`src/rtl/coffee_pkg.sv`:
```
// rtl/coffee_pkg.sv - shared types and constants for the coffee vending controller
package coffee_pkg;

    // Controller states: waiting, valve open, emitting a coin, spacing between coins
    typedef enum logic [1:0] {
        ST_IDLE     = 2'd0,
        ST_DISPENSE = 2'd1,
        ST_CHANGE   = 2'd2,
        ST_GAP      = 2'd3
    } disp_state_t;

    // Request codes on seleccion
    localparam logic [1:0] SEL_DRINK0 = 2'd0;
    localparam logic [1:0] SEL_DRINK1 = 2'd1;
    localparam logic [1:0] SEL_DRINK2 = 2'd2;
    localparam logic [1:0] SEL_CANCEL = 2'd3;

    // Coin values in 100-colon units
    localparam logic [3:0] COIN_500_UNITS = 4'd5;
    localparam logic [3:0] COIN_100_UNITS = 4'd1;

    // Default drink prices in 100-colon units; shared with the coin adder so the
    // 4-bit balance range always covers every price
    localparam int DEF_PRICE_0 = 3;
    localparam int DEF_PRICE_1 = 5;
    localparam int DEF_PRICE_2 = 7;

endpackage

```
`src/rtl/change_emitter.sv`:
```
// rtl/change_emitter.sv - holds pending change and emits spaced 500/100 coin pulses
//
// Ports:
//   i_clk, i_rst       clock, asynchronous active-high reset
//   i_start            load i_amount into the pending change
//   i_amount[3:0]      change to pay, 100-colon units
//   i_emit             pay one coin on this edge (largest coin first)
//   o_done             no change pending
//   o_gap_done         coin spacing interval has elapsed
//   o_moneda_500       one-cycle 500 coin pulse
//   o_moneda_100       one-cycle 100 coin pulse
module change_emitter
    import coffee_pkg::*;
#(
    parameter int COIN_GAP = 4
) (
    input  logic       i_clk,
    input  logic       i_rst,
    input  logic       i_start,
    input  logic [3:0] i_amount,
    input  logic       i_emit,
    output logic       o_done,
    output logic       o_gap_done,
    output logic       o_moneda_500,
    output logic       o_moneda_100
);

    localparam int GW = (COIN_GAP > 2) ? $clog2(COIN_GAP) : 1;

    logic [3:0]    r_cambio;
    logic [GW-1:0] r_gap_cnt;
    logic          r_moneda_500;
    logic          r_moneda_100;

    always_ff @(posedge i_clk or posedge i_rst) begin
        if (i_rst) begin
            r_cambio     <= 4'd0;
            r_gap_cnt    <= '0;
            r_moneda_500 <= 1'b0;
            r_moneda_100 <= 1'b0;
        end else begin
            r_moneda_500 <= 1'b0;
            r_moneda_100 <= 1'b0;
            if (i_start) begin
                r_cambio <= i_amount;
            end else if (i_emit) begin
                if (r_cambio >= COIN_500_UNITS) begin
                    r_moneda_500 <= 1'b1;
                    r_cambio     <= r_cambio - COIN_500_UNITS;
                end else if (r_cambio != 4'd0) begin
                    r_moneda_100 <= 1'b1;
                    r_cambio     <= r_cambio - COIN_100_UNITS;
                end
            end
            // The emitting edge plus COIN_GAP-1 waiting edges (the last of which
            // returns to CHANGE) put coin pulses exactly COIN_GAP cycles apart.
            if (i_emit) begin
                r_gap_cnt <= GW'(COIN_GAP - 2);
            end else if (r_gap_cnt != '0) begin
                r_gap_cnt <= r_gap_cnt - GW'(1);
            end
        end
    end

    assign o_done       = (r_cambio == 4'd0);
    assign o_gap_done   = (r_gap_cnt == '0);
    assign o_moneda_500 = r_moneda_500;
    assign o_moneda_100 = r_moneda_100;

endmodule

```
`src/rtl/coffee_dispense_ctrl.sv`:
```
// rtl/coffee_dispense_ctrl.sv - drink vend / cancel controller consuming the coin balance
//
// Ports:
//   i_clk, i_rst          clock, asynchronous active-high reset
//   i_saldo[3:0]          current balance from the coin adder, 100-colon units
//   i_sel_valid           request strobe, honoured only while idle
//   i_seleccion[1:0]      0..2 drink, 3 cancel/refund
//   o_aceptada            one-cycle pulse clearing the adder balance
//   o_bebida[2:0]         one-hot drink valve held for the dispense window
//   o_moneda_500/100      one-cycle coin return pulses
//   o_insuficiente        one-cycle pulse when balance is below the price
//   o_busy                high whenever not idle
module coffee_dispense_ctrl
    import coffee_pkg::*;
#(
    parameter int PRICE_0         = DEF_PRICE_0,
    parameter int PRICE_1         = DEF_PRICE_1,
    parameter int PRICE_2         = DEF_PRICE_2,
    parameter int DISPENSE_CYCLES = 8,
    parameter int COIN_GAP        = 4
) (
    input  logic       i_clk,
    input  logic       i_rst,
    input  logic [3:0] i_saldo,
    input  logic       i_sel_valid,
    input  logic [1:0] i_seleccion,
    output logic       o_aceptada,
    output logic [2:0] o_bebida,
    output logic       o_moneda_500,
    output logic       o_moneda_100,
    output logic       o_insuficiente,
    output logic       o_busy
);

    localparam int DW = (DISPENSE_CYCLES > 1) ? $clog2(DISPENSE_CYCLES) : 1;

    disp_state_t   r_state;
    logic [DW-1:0] r_disp_cnt;
    logic          r_aceptada;
    logic [2:0]    r_bebida;
    logic          r_insuficiente;
    logic          r_busy;

    logic [3:0]    w_price;
    logic          w_is_cancel;
    logic          w_accept;
    logic [3:0]    w_amount;
    logic          w_emit;
    logic          w_done;
    logic          w_gap_done;

    always_comb begin
        w_price = 4'(PRICE_0);
        case (i_seleccion)
            SEL_DRINK1: w_price = 4'(PRICE_1);
            SEL_DRINK2: w_price = 4'(PRICE_2);
            default:    w_price = 4'(PRICE_0);
        endcase
    end

    // A cancel with nothing inserted is a no-op; a drink needs enough balance.
    assign w_is_cancel = (i_seleccion == SEL_CANCEL);
    assign w_accept    = (r_state == ST_IDLE) && i_sel_valid &&
                         (w_is_cancel ? (i_saldo != 4'd0) : (i_saldo >= w_price));
    assign w_amount    = w_is_cancel ? i_saldo : (i_saldo - w_price);
    assign w_emit      = (r_state == ST_CHANGE);

    always_ff @(posedge i_clk or posedge i_rst) begin
        if (i_rst) begin
            r_state        <= ST_IDLE;
            r_disp_cnt     <= '0;
            r_aceptada     <= 1'b0;
            r_bebida       <= 3'b000;
            r_insuficiente <= 1'b0;
            r_busy         <= 1'b0;
        end else begin
            r_aceptada     <= 1'b0;
            r_insuficiente <= 1'b0;
            case (r_state)
                ST_IDLE: begin
                    if (i_sel_valid) begin
                        if (w_accept) begin
                            r_aceptada <= 1'b1;
                            r_busy     <= 1'b1;
                            if (w_is_cancel) begin
                                r_state <= ST_CHANGE;
                            end else begin
                                r_bebida   <= 3'b001 << i_seleccion;
                                r_disp_cnt <= DW'(DISPENSE_CYCLES - 1);
                                r_state    <= ST_DISPENSE;
                            end
                        end else if (!w_is_cancel) begin
                            r_insuficiente <= 1'b1;
                        end
                    end
                end
                ST_DISPENSE: begin
                    if (r_disp_cnt == '0) begin
                        r_bebida <= 3'b000;
                        if (w_done) begin
                            r_state <= ST_IDLE;
                            r_busy  <= 1'b0;
                        end else begin
                            r_state <= ST_CHANGE;
                        end
                    end else begin
                        r_disp_cnt <= r_disp_cnt - DW'(1);
                    end
                end
                ST_CHANGE: begin
                    r_state <= ST_GAP;
                end
                ST_GAP: begin
                    if (w_gap_done) begin
                        if (w_done) begin
                            r_state <= ST_IDLE;
                            r_busy  <= 1'b0;
                        end else begin
                            r_state <= ST_CHANGE;
                        end
                    end
                end
                default: begin
                    r_state <= ST_IDLE;
                    r_busy  <= 1'b0;
                end
            endcase
        end
    end

    change_emitter #(
        .COIN_GAP (COIN_GAP)
    ) u_change_emitter (
        .i_clk        (i_clk),
        .i_rst        (i_rst),
        .i_start      (w_accept),
        .i_amount     (w_amount),
        .i_emit       (w_emit),
        .o_done       (w_done),
        .o_gap_done   (w_gap_done),
        .o_moneda_500 (o_moneda_500),
        .o_moneda_100 (o_moneda_100)
    );

    assign o_aceptada     = r_aceptada;
    assign o_bebida       = r_bebida;
    assign o_insuficiente = r_insuficiente;
    assign o_busy         = r_busy;

endmodule

```
`config.mk`:
```
export PLATFORM = sky130hd
export DESIGN_NAME = coffee_dispense_ctrl
export DESIGN_NICKNAME = d
export VERILOG_FILES = /design/src/rtl/coffee_pkg.sv /design/src/rtl/change_emitter.sv /design/src/rtl/coffee_dispense_ctrl.sv
export SDC_FILE = /design/constraint.sdc
export NUM_CORES = 1
export LEC_CHECK = 0
export BUFFER_PORTS_ARGS = -buffer_cell sky130_fd_sc_hd__buf_4
export CAP_MARGIN = 20
export CORE_UTILIZATION = 40
export DETAILED_ROUTE_END_ITERATION = 8
export GPL_TIMING_DRIVEN = 0
export PLACE_DENSITY = 0.66
export SKIP_LAST_GASP = 1
export SYNTH_ARGS = -nofsm -noshare
export SYNTH_HDL_FRONTEND = slang
export SYNTH_SLANG_ARGS = --single-unit
```
`constraint.sdc`:
```
create_clock -name i_clk -period 2.4 [get_ports i_clk]
set_clock_uncertainty 0.15 [all_clocks]
set_input_delay 0.24 -clock i_clk [delete_from_list [all_inputs] [get_ports i_clk]]
set_output_delay 0.24 -clock i_clk [all_outputs]
set_load 0.03 [all_outputs]
```
==> impl_metrics.tcl, run 1 <==
set metrics [dict create \
    top_level_ports 17 \
    path_class "primary input to flop" \
    timing.slew.headroom_pct 52.42 \
    post_cts.repair.setup_buffers 0 \
    die_h_um 58.49 \
    finish.net_count 180 \
    synthesis.area_per_instance_um2 9.524 \
    number_of_max_capacitance_violations_reported 0 \
    grt_antenna_before_repair 0 \
    wire_per_inst_um 11.89 \
    layout_setup_ws_ns 0.2214 \
    hold_end "o_insuficiente$_DFF_PP0_" \
    p_leak_nw 0.7452 \
    synth_flop_cell "dfrtp_1" \
    wire_length_of_the_first_global_routing_pass_um 4360 \
    max_freq_mhz 459.0 \
    cp.buffers_inverters 2 \
    drt-pass1-iter-count 5 \
    insertedDiodeCount 0 \
    syn-num-nets 158 \
    synth.top_cells.by_area "dfrtp_1, ha_1, inv_1" \
    setup_viol_count_final 0 \
    rsz_0062_raised_after_global_routing "false" \
    synth_most_common_cell "inv_1" \
    pwr_density_cell_nw_per_um2 1012 \
    cts-root-to-sink-buffers 2 \
    crit_top_cell "ha_1" \
    synthTopCellsByCount "inv_1, dfrtp_1, ha_1" \
    cell_area_synth_um2 1276 \
    whs_path_depth 2 \
    yosysTopAreaCell "dfrtp_1" \
    slowest_stage "a2111oi_4" \
    r2r-start "u_change_emitter.r_cambio[0]$_DFFE_PP0P_" \
    globalRouteOverflowTotal 0 \
    gp_congestion 0.7940 \
    via_count 1015 \
    timing_max_transition_violations_final 0 \
    dieWidth_um 58.49 \
    outcome "completed" \
    share_of_flip_flops_with_an_asynchronous_set_or_reset_pct 100.0 \
    via_per_inst 5.101 \
    endpoint_class_of_the_critical_path "flop" \
    cts.sinks 19 \
    worstRegToRegCells 7 \
    gr-usage-all-layers_pct 16.78 \
    share_of_the_synthesized_area_in_the_top_cell_type_pct 37.25 \
    hold_class "primary input to flop" \
    preCtsSetupSlack_ns -0.09991 \
    gate_family_responsible_for_the_most_delay_along_the_worst_path "compound AO/OA/AOI/OAI gates" \
    number_of_violations_reported_at_the_end_of_detailed_routing_iteration_0 67 \
    syn_inst 134 \
    min-delay-start "i_sel_valid" \
    post_detailed_route_count_of_antenna_violating_nets 0 \
    cts_tree "built" \
    clk_slew_on_worst_s_h_paths_ns 0.10 \
    totalNegativeSetupSlack_ns 0 \
    syn2layout_area_growth_pct 16.67 \
    detailed_placer_s_ending_hpwl_um 1852 \
    vdd_ir_drop_max_uv 549.6 \
    required_ns 2.44 \
    final_period_minus_worst_setup_slack_ns 2.179 \
    layout-drive-gt1-share_pct 17.42 \
    report.power.total_mw 1.507 \
    num_rows 20 \
    final_hold_slack_ns 0.07116 \
    worst_r2r_endpoint "u_change_emitter.r_cambio[3]$_DFFE_PP0P_" \
    initial_standard_cell_utilization_of_the_core_pct 42.15 \
    timing.final.hold_violations 0 \
    fin_crit_share_pct 90.78 \
    synth.yosys.warnings 0 \
    yosysUniqueCellTypes 36 \
    detail_route.wirelength_um 2366 \
    timing.critical_path.arrival_ns 2.22 \
    post-route-drc-count 0 \
    clock_tree.root_cell "clkbuf_4" \
    timing.critical_path.from_type "primary input" \
    cts_buffers 3 \
    crit_path_max_fanout 6 \
    worst_skew_pair.late_latency_ns 0.30 \
    yosys_register_bits 19 \
    ctsHtreeMaxLevel 1 \
    worst_slew_pin_tran_ns 0.7129 \
    buffer_ports.inserted 16 \
    crit_path_max_incr_delay_ns 0.48 \
    design.die.area_um2 3421 \
    timing.reg2reg.setup_slack_ns 0.57 \
    number_of_global_route_vias_before_repair 996 \
    maximum_number_of_pins_on_one_net_before_global_route_repair 20 \
    floorplan.core_area_um2 3028 \
    crit_path_cells "buf_4, inv_1, ha_1, ha_1, ha_1, nand2b_1, a2111oi_4, nor4_4, a221o_2" \
    fraction_of_the_yosys_area_taken_by_sequential_cells_pct 37.25 \
    number_of_enable_flip_flop_cells_after_synthesis 0 \
]
-- placed cells by master, fill, tap and decap left out, drive strengths merged --
cell type    Yosys  routed
dfrtp           19      19
and3             3       3
o41ai            2       2
a211o            1       1
a211oi           1       1
a2111oi          1       1
nand3b           1       1
a21boi           1       1
xor2             1       1
buf              1      17
clkbuf           2       5
a221o            2       2
a21oi            6       6
o21a             1       1
xnor2            3       3
o22ai            3       3
fa               1       1
and4b            1       1
nand3            3       3
a221oi           2       2
nand2b           5       5
a2bb2oi          2       2
clkinv           0       1
o211ai           2       2
nor2            11      11
o21ai            8       8
a22oi            4       4
inv             21      21
nor2b            1       1
nor4             1       1
dlygate4sd3      0       1
nand2            9       9
ha              14      14
a21o             1       1
-- routing by layer --
layer	global-route usage, %	vias up	share of wire (%)
met5	0	-	0
met3	4.615	2	3.3
met2	28.41	17	48
li1	-	507	-
met4	4.082	0	0.68
met1	21.35	489	48
-- metrics by stage --
stage / util, % / cell area (um2) / std cells
after global routing: 49.17 / 1489 / 199
after CTS: 49.17 / 1489 / 199
after detailed placement: 47.93 / 1451 / 194
final: 49.17 / 1489 / 199
after floorplan: - / 1276 / 134
after global placement: 47.93 / 1451 / 194
-- registers in the layout, summed over array words and instances (netlist names) --
signal and cells:
r_disp_cnt 3, o_insuficiente 1, o_busy 1, r_state 2, u_change_emitter.r_cambio 4, o_aceptada 1
u_change_emitter.r_gap_cnt 2, u_change_emitter.o_moneda_500 1, u_change_emitter.o_moneda_100 1, o_bebida 3
-- worst register-to-register path, stage by stage, from the launching register on --
cell      delay (ns)
dfrtp_1         0.46
inv_1           0.11
ha_1            0.24
nand2b_1        0.11
nor2_1          0.05
o41ai_1         0.34
nor2_1          0.07
a221oi_1        0.21
-- power by group --
part	switching [mW]	leakage [nW]	total, mW	internal (mW)
Sequential	0.114	0.217	0.566	0.452
Clock	0.0982	0.0177	0.160	0.0621
Combinational	0.441	0.510	0.781	0.340
Total	0.653	0.745	1.51	0.854
-- worst max path at each step --
stage	start	to	slack, ns	depth (start not counted)
2_1_floorplan	i_seleccion[1]	u_change_emitter.r_cambio[0]$_DFFE_PP0P_	0.15	8
3_3_place_gp	i_seleccion[1]	u_change_emitter.r_cambio[0]$_DFFE_PP0P_	-0.07	9
3_5_place_dp	i_seleccion[1]	u_change_emitter.r_cambio[0]$_DFFE_PP0P_	-0.1	9
4_1_cts	i_seleccion[1]	u_change_emitter.r_cambio[0]$_DFFE_PP0P_	0.22	9
5_1_grt	i_seleccion[1]	u_change_emitter.r_cambio[2]$_DFFE_PP0P_	0.09	10
6_report	i_seleccion[1]	u_change_emitter.r_cambio[0]$_DFFE_PP0P_	0.22	9
-- cells by family after synthesis --
kind of cell	Yosys count	share of synthesized area, %
AOI/OAI and AO/OA	37	22.36
xor gates and xnor gates	4	2.746
adders and majority gates	15	15.29
buffers and inverters	24	7.648
DFF	19	37.26
and+or+nand+nor	35	14.71
-- final cells by class --
cell class              instances  area [um2]
multi-input cells              91       703.2
clock buffers                   3       22.52
clock inverters                 1       5.005
inverters                      21       78.83
well taps                      44       55.05
plain buffers                   3       18.77
fillers                       303        1539
flip-flops and latches         19       475.5
repair buffers                 17       130.1
-- what timing repair did --
| action | 4_1_cts | 5_1_grt |
|---|---|---|
| resized for setup | 0 | 0 |
| endpoints found under the setup margin | 0 | 0 |
| hold buffers | 1 | 0 |
| hold endpoints to repair | 19 | 0 |
Note: power is estimated with default switching activity, not from simulation.
==> run 2: changes to the inputs <==
SYNTH_HIERARCHICAL = 1   (was unset)
clock period = 2.5 ns   (was 2.4 ns; I/O delays follow)
==> run 2 against run 1 <==
  * Design area grew 2.7%
  * Utilization grew 0.10 points
  * First-iteration DRC count decreased by 67%
  * Largest power group unchanged
  * Die area increased by 3.2%
  * Register-to-register slack improved by 0.09 ns
  * Wire length grew 2.8%
  * Hold slack improved by 0.066 ns
  * Total power fell by 7.3%
  * Flip-flop and latch count did not move
  * Critical path type unchanged
  * Area after synthesis rose by 3.3%
  * Synthesized cell count up 13%
==> impl_metrics.tcl, run 2 <==
set metrics [dict create \
    setup_viol_count_final 0 \
    slowest_stage "fa_1" \
    layout_commonest_cell "inv_1" \
    buffer_ports.inserted 16 \
    number_of_global_route_vias_before_repair 986 \
    layout-drive-gt1-share_pct 17.44 \
    number_of_enable_flip_flop_cells_after_synthesis 0 \
    number_of_violations_reported_at_the_end_of_detailed_routing_iteration_0 22 \
    synth.top_cells.by_area "dfrtp_1, ha_1, inv_1" \
    syn_inst 152 \
    die_h_um 59.42 \
    timing_max_transition_violations_final 0 \
    largest_reg_flops 4 \
    post_detailed_route_count_of_antenna_violating_nets 0 \
    power_frac_clock_pct 11.4 \
    pwr_density_cell_nw_per_um2 913.7 \
    maximum_number_of_pins_on_one_net_before_global_route_repair 12 \
    top_level_ports 17 \
    register_with_the_highest_flop_count "u_change_emitter/r_cambio" \
    cts-root-to-sink-buffers 2 \
    number_of_max_capacitance_violations_reported 0 \
    timing.slew.headroom_pct 71.04 \
    cts_tree "built" \
    comb_power_share_pct 51.6 \
    crit_path_cells "buf_4, inv_1, ha_1, inv_1, fa_1, nor2b_1, o21ai_1, and3b_2, nand2b_1, nor2_1, a211oi_1" \
    p_leak_nw 0.7824 \
    rsz_0062_raised_after_global_routing "false" \
    ctsHtreeMaxLevel 1 \
    clock_tree.root_cell "clkbuf_4" \
    synthesis.area_per_instance_um2 8.676 \
    finish.net_count 195 \
    share_of_the_synthesized_area_in_the_top_cell_type_pct 36.05 \
    num_rows 20 \
    path_class "primary input to flop" \
    endpoint_class_of_the_critical_path "flop" \
    timing.critical_path.arrival_ns 2.32 \
    outcome "completed" \
    synthTopCellsByCount "inv_1, dfrtp_1, a21oi_1" \
    share_of_flip_flops_with_an_asynchronous_set_or_reset_pct 100.0 \
    preCtsSetupSlack_ns -0.4870 \
    via_per_inst 4.880 \
    wire_length_of_the_first_global_routing_pass_um 4236 \
    yosysTopAreaCell "dfrtp_1" \
    worst_slew_pin_tran_ns 0.4298 \
    vdd_ir_drop_max_uv 254.8 \
    floorplan.core_area_um2 3103 \
    totalNegativeSetupSlack_ns 0 \
    initial_standard_cell_utilization_of_the_core_pct 42.50 \
    total_net_switching_power_mw 0.5881 \
    insertedDiodeCount 0 \
    synth_flop_cell "dfrtp_1" \
    detailed_placer_s_ending_hpwl_um 1963 \
    cell_area_synth_um2 1319 \
    post_cts.repair.setup_buffers 0 \
    max_freq_mhz 442.6 \
    synth.yosys.warnings 6 \
    timing.final.hold_violations 0 \
    worst_skew_pair.late_latency_ns 0.31 \
    layout_setup_ws_ns 0.2409 \
    via_count 1054 \
    dieWidth_um 59.42 \
    globalRouteOverflowTotal 0 \
    fraction_of_the_yosys_area_taken_by_sequential_cells_pct 36.05 \
    grt_antenna_before_repair 0 \
    fin_crit_share_pct 90.37 \
    synth_most_common_cell "inv_1" \
    gp_congestion 0.7736 \
    clk_slew_on_worst_s_h_paths_ns 0.10 \
    post-route-drc-count 0 \
    crit_path_max_fanout 11 \
    syn-num-nets 174 \
    design.die.area_um2 3531 \
    internal_portion_of_total_power_mw 0.8090 \
    drt-pass1-iter-count 4 \
    yosys_register_bits 19 \
    gr-usage-all-layers_pct 15.98 \
    power.sequential.fraction_pct 36.9 \
    crit_path_max_incr_delay_ns 0.40 \
    yosysUniqueCellTypes 39 \
    syn2layout_area_growth_pct 15.94 \
    wire_per_inst_um 11.26 \
    cts.sinks 19 \
    cts_buffers 3 \
    detail_route.wirelength_um 2433 \
    switching_share_pct 42.09 \
    crit_top_cell "inv_1" \
    most-common-layout-cells "inv_1, dfrtp_1, buf_4" \
    hold_class "primary input to flop" \
    required_ns 2.56 \
    final_period_minus_worst_setup_slack_ns 2.259 \
    timing.critical_path.from_type "primary input" \
]
==> run 2: cell types whose count changed after synthesis, moves of 4 or more <==
cell     delta
o21ai_0     +4
a22oi_1     -4
nand2_1     +4
mux2i_1     +5
a21oi_1    +10
nor2b_1     +4
nor3_1      +4
==> run 2: per-layer routing <==
metal  global-route usage [%]  vias up  share of wire [%]
li1                         -      541                  -
met1                    21.42      478                 48
met2                    26.16       31                 47
met3                    1.310        4                3.8
met4                    7.143        0                1.9
met5                        0        -                  0
==> run 2: final cells by class <==
class | count | area [um2]
plain buffers | 5 | 31.28
fillers | 328 | 1574
clock buffers | 3 | 22.52
flip-flops and latches | 19 | 475.5
inverters | 21 | 78.83
multi-input cells | 106 | 730.7
well taps | 44 | 55.05
clock inverters | 1 | 5.005
repair buffers | 17 | 130.1
==> run 2: worst paths after layout <==
kind                                                          start                                   endpoint  slack [ns]  cells after the start
min reg2reg                                      o_busy$_DFFE_PP0P_                         o_busy$_DFFE_PP0P_        0.37                      1
max reg2reg                u_change_emitter/r_cambio[0]$_DFFE_PP0P_   u_change_emitter/r_cambio[3]$_DFFE_PP0P_        0.66                      6
min                                                      i_saldo[0]   u_change_emitter/r_cambio[0]$_DFFE_PP0P_        0.14                      4
max                                                  i_seleccion[1]   u_change_emitter/r_cambio[3]$_DFFE_PP0P_        0.24                     11
min in group asynchronous                                     i_rst  u_change_emitter/r_gap_cnt[1]$_DFFE_PP0P_        0.30                      3
max in group asynchronous                                     i_rst                    o_bebida[2]$_DFFE_PP0P_        1.59                      3
==> run 2: logic make-up after synthesis <==
| kind of cell | Yosys count | synth area share [%] |
|---|---|---|
| AND/OR/NAND/NOR | 46 | 18.88 |
| AO/OA/AOI/OAI | 38 | 17.08 |
| buffers and inverters | 27 | 8.634 |
| flip-flops | 19 | 36.05 |
| adder cells (fa/ha/maj) | 13 | 12.90 |
| multiplexers | 5 | 3.795 |
| XOR/XNOR | 4 | 2.657 |
==> run 2: through the flow <==
step | power (mW) | cell area, um2 | util, % | std cells | hold WS [ns]
after floorplan | 1.051 | 1319 | - | 152 | -0.08434
after global placement | 1.212 | 1494 | 48.15 | 212 | 0.07534
after detailed placement | 1.251 | 1494 | 48.15 | 212 | 0.08296
after CTS | 1.410 | 1528 | 49.23 | 216 | 0.1378
after global routing | 1.529 | 1529 | 49.27 | 216 | 0.1557
final | 1.397 | 1529 | 49.27 | 216 | 0.1369
==> run 2: critical path: cells and delay by family <==
family	cells	cell delay, ns
AO/OA/AOI/OAI	2	0.48
adder cells (fa/ha/maj)	2	0.56
buffers and inverters	3	0.26
AND/OR/NAND/NOR	4	0.76
==> run 2: power by group through the flow <==
stage | combinational, mW | clock [mW] | sequential (mW)
detailed placement | 0.726 | 0 | 0.525
CTS | 0.732 | 0.161 | 0.517
global placement | 0.695 | 0 | 0.517
global route | 0.820 | 0.176 | 0.533
finish | 0.721 | 0.160 | 0.516
floorplan | 0.454 | 0 | 0.597
==> run 2: repair_timing <==
item,CTS,global route
gates cloned,0,0
endpoints found under the setup margin,1,1
hold buffers,1,0
endpoints found under the hold margin,19,0
resized for setup,1,1
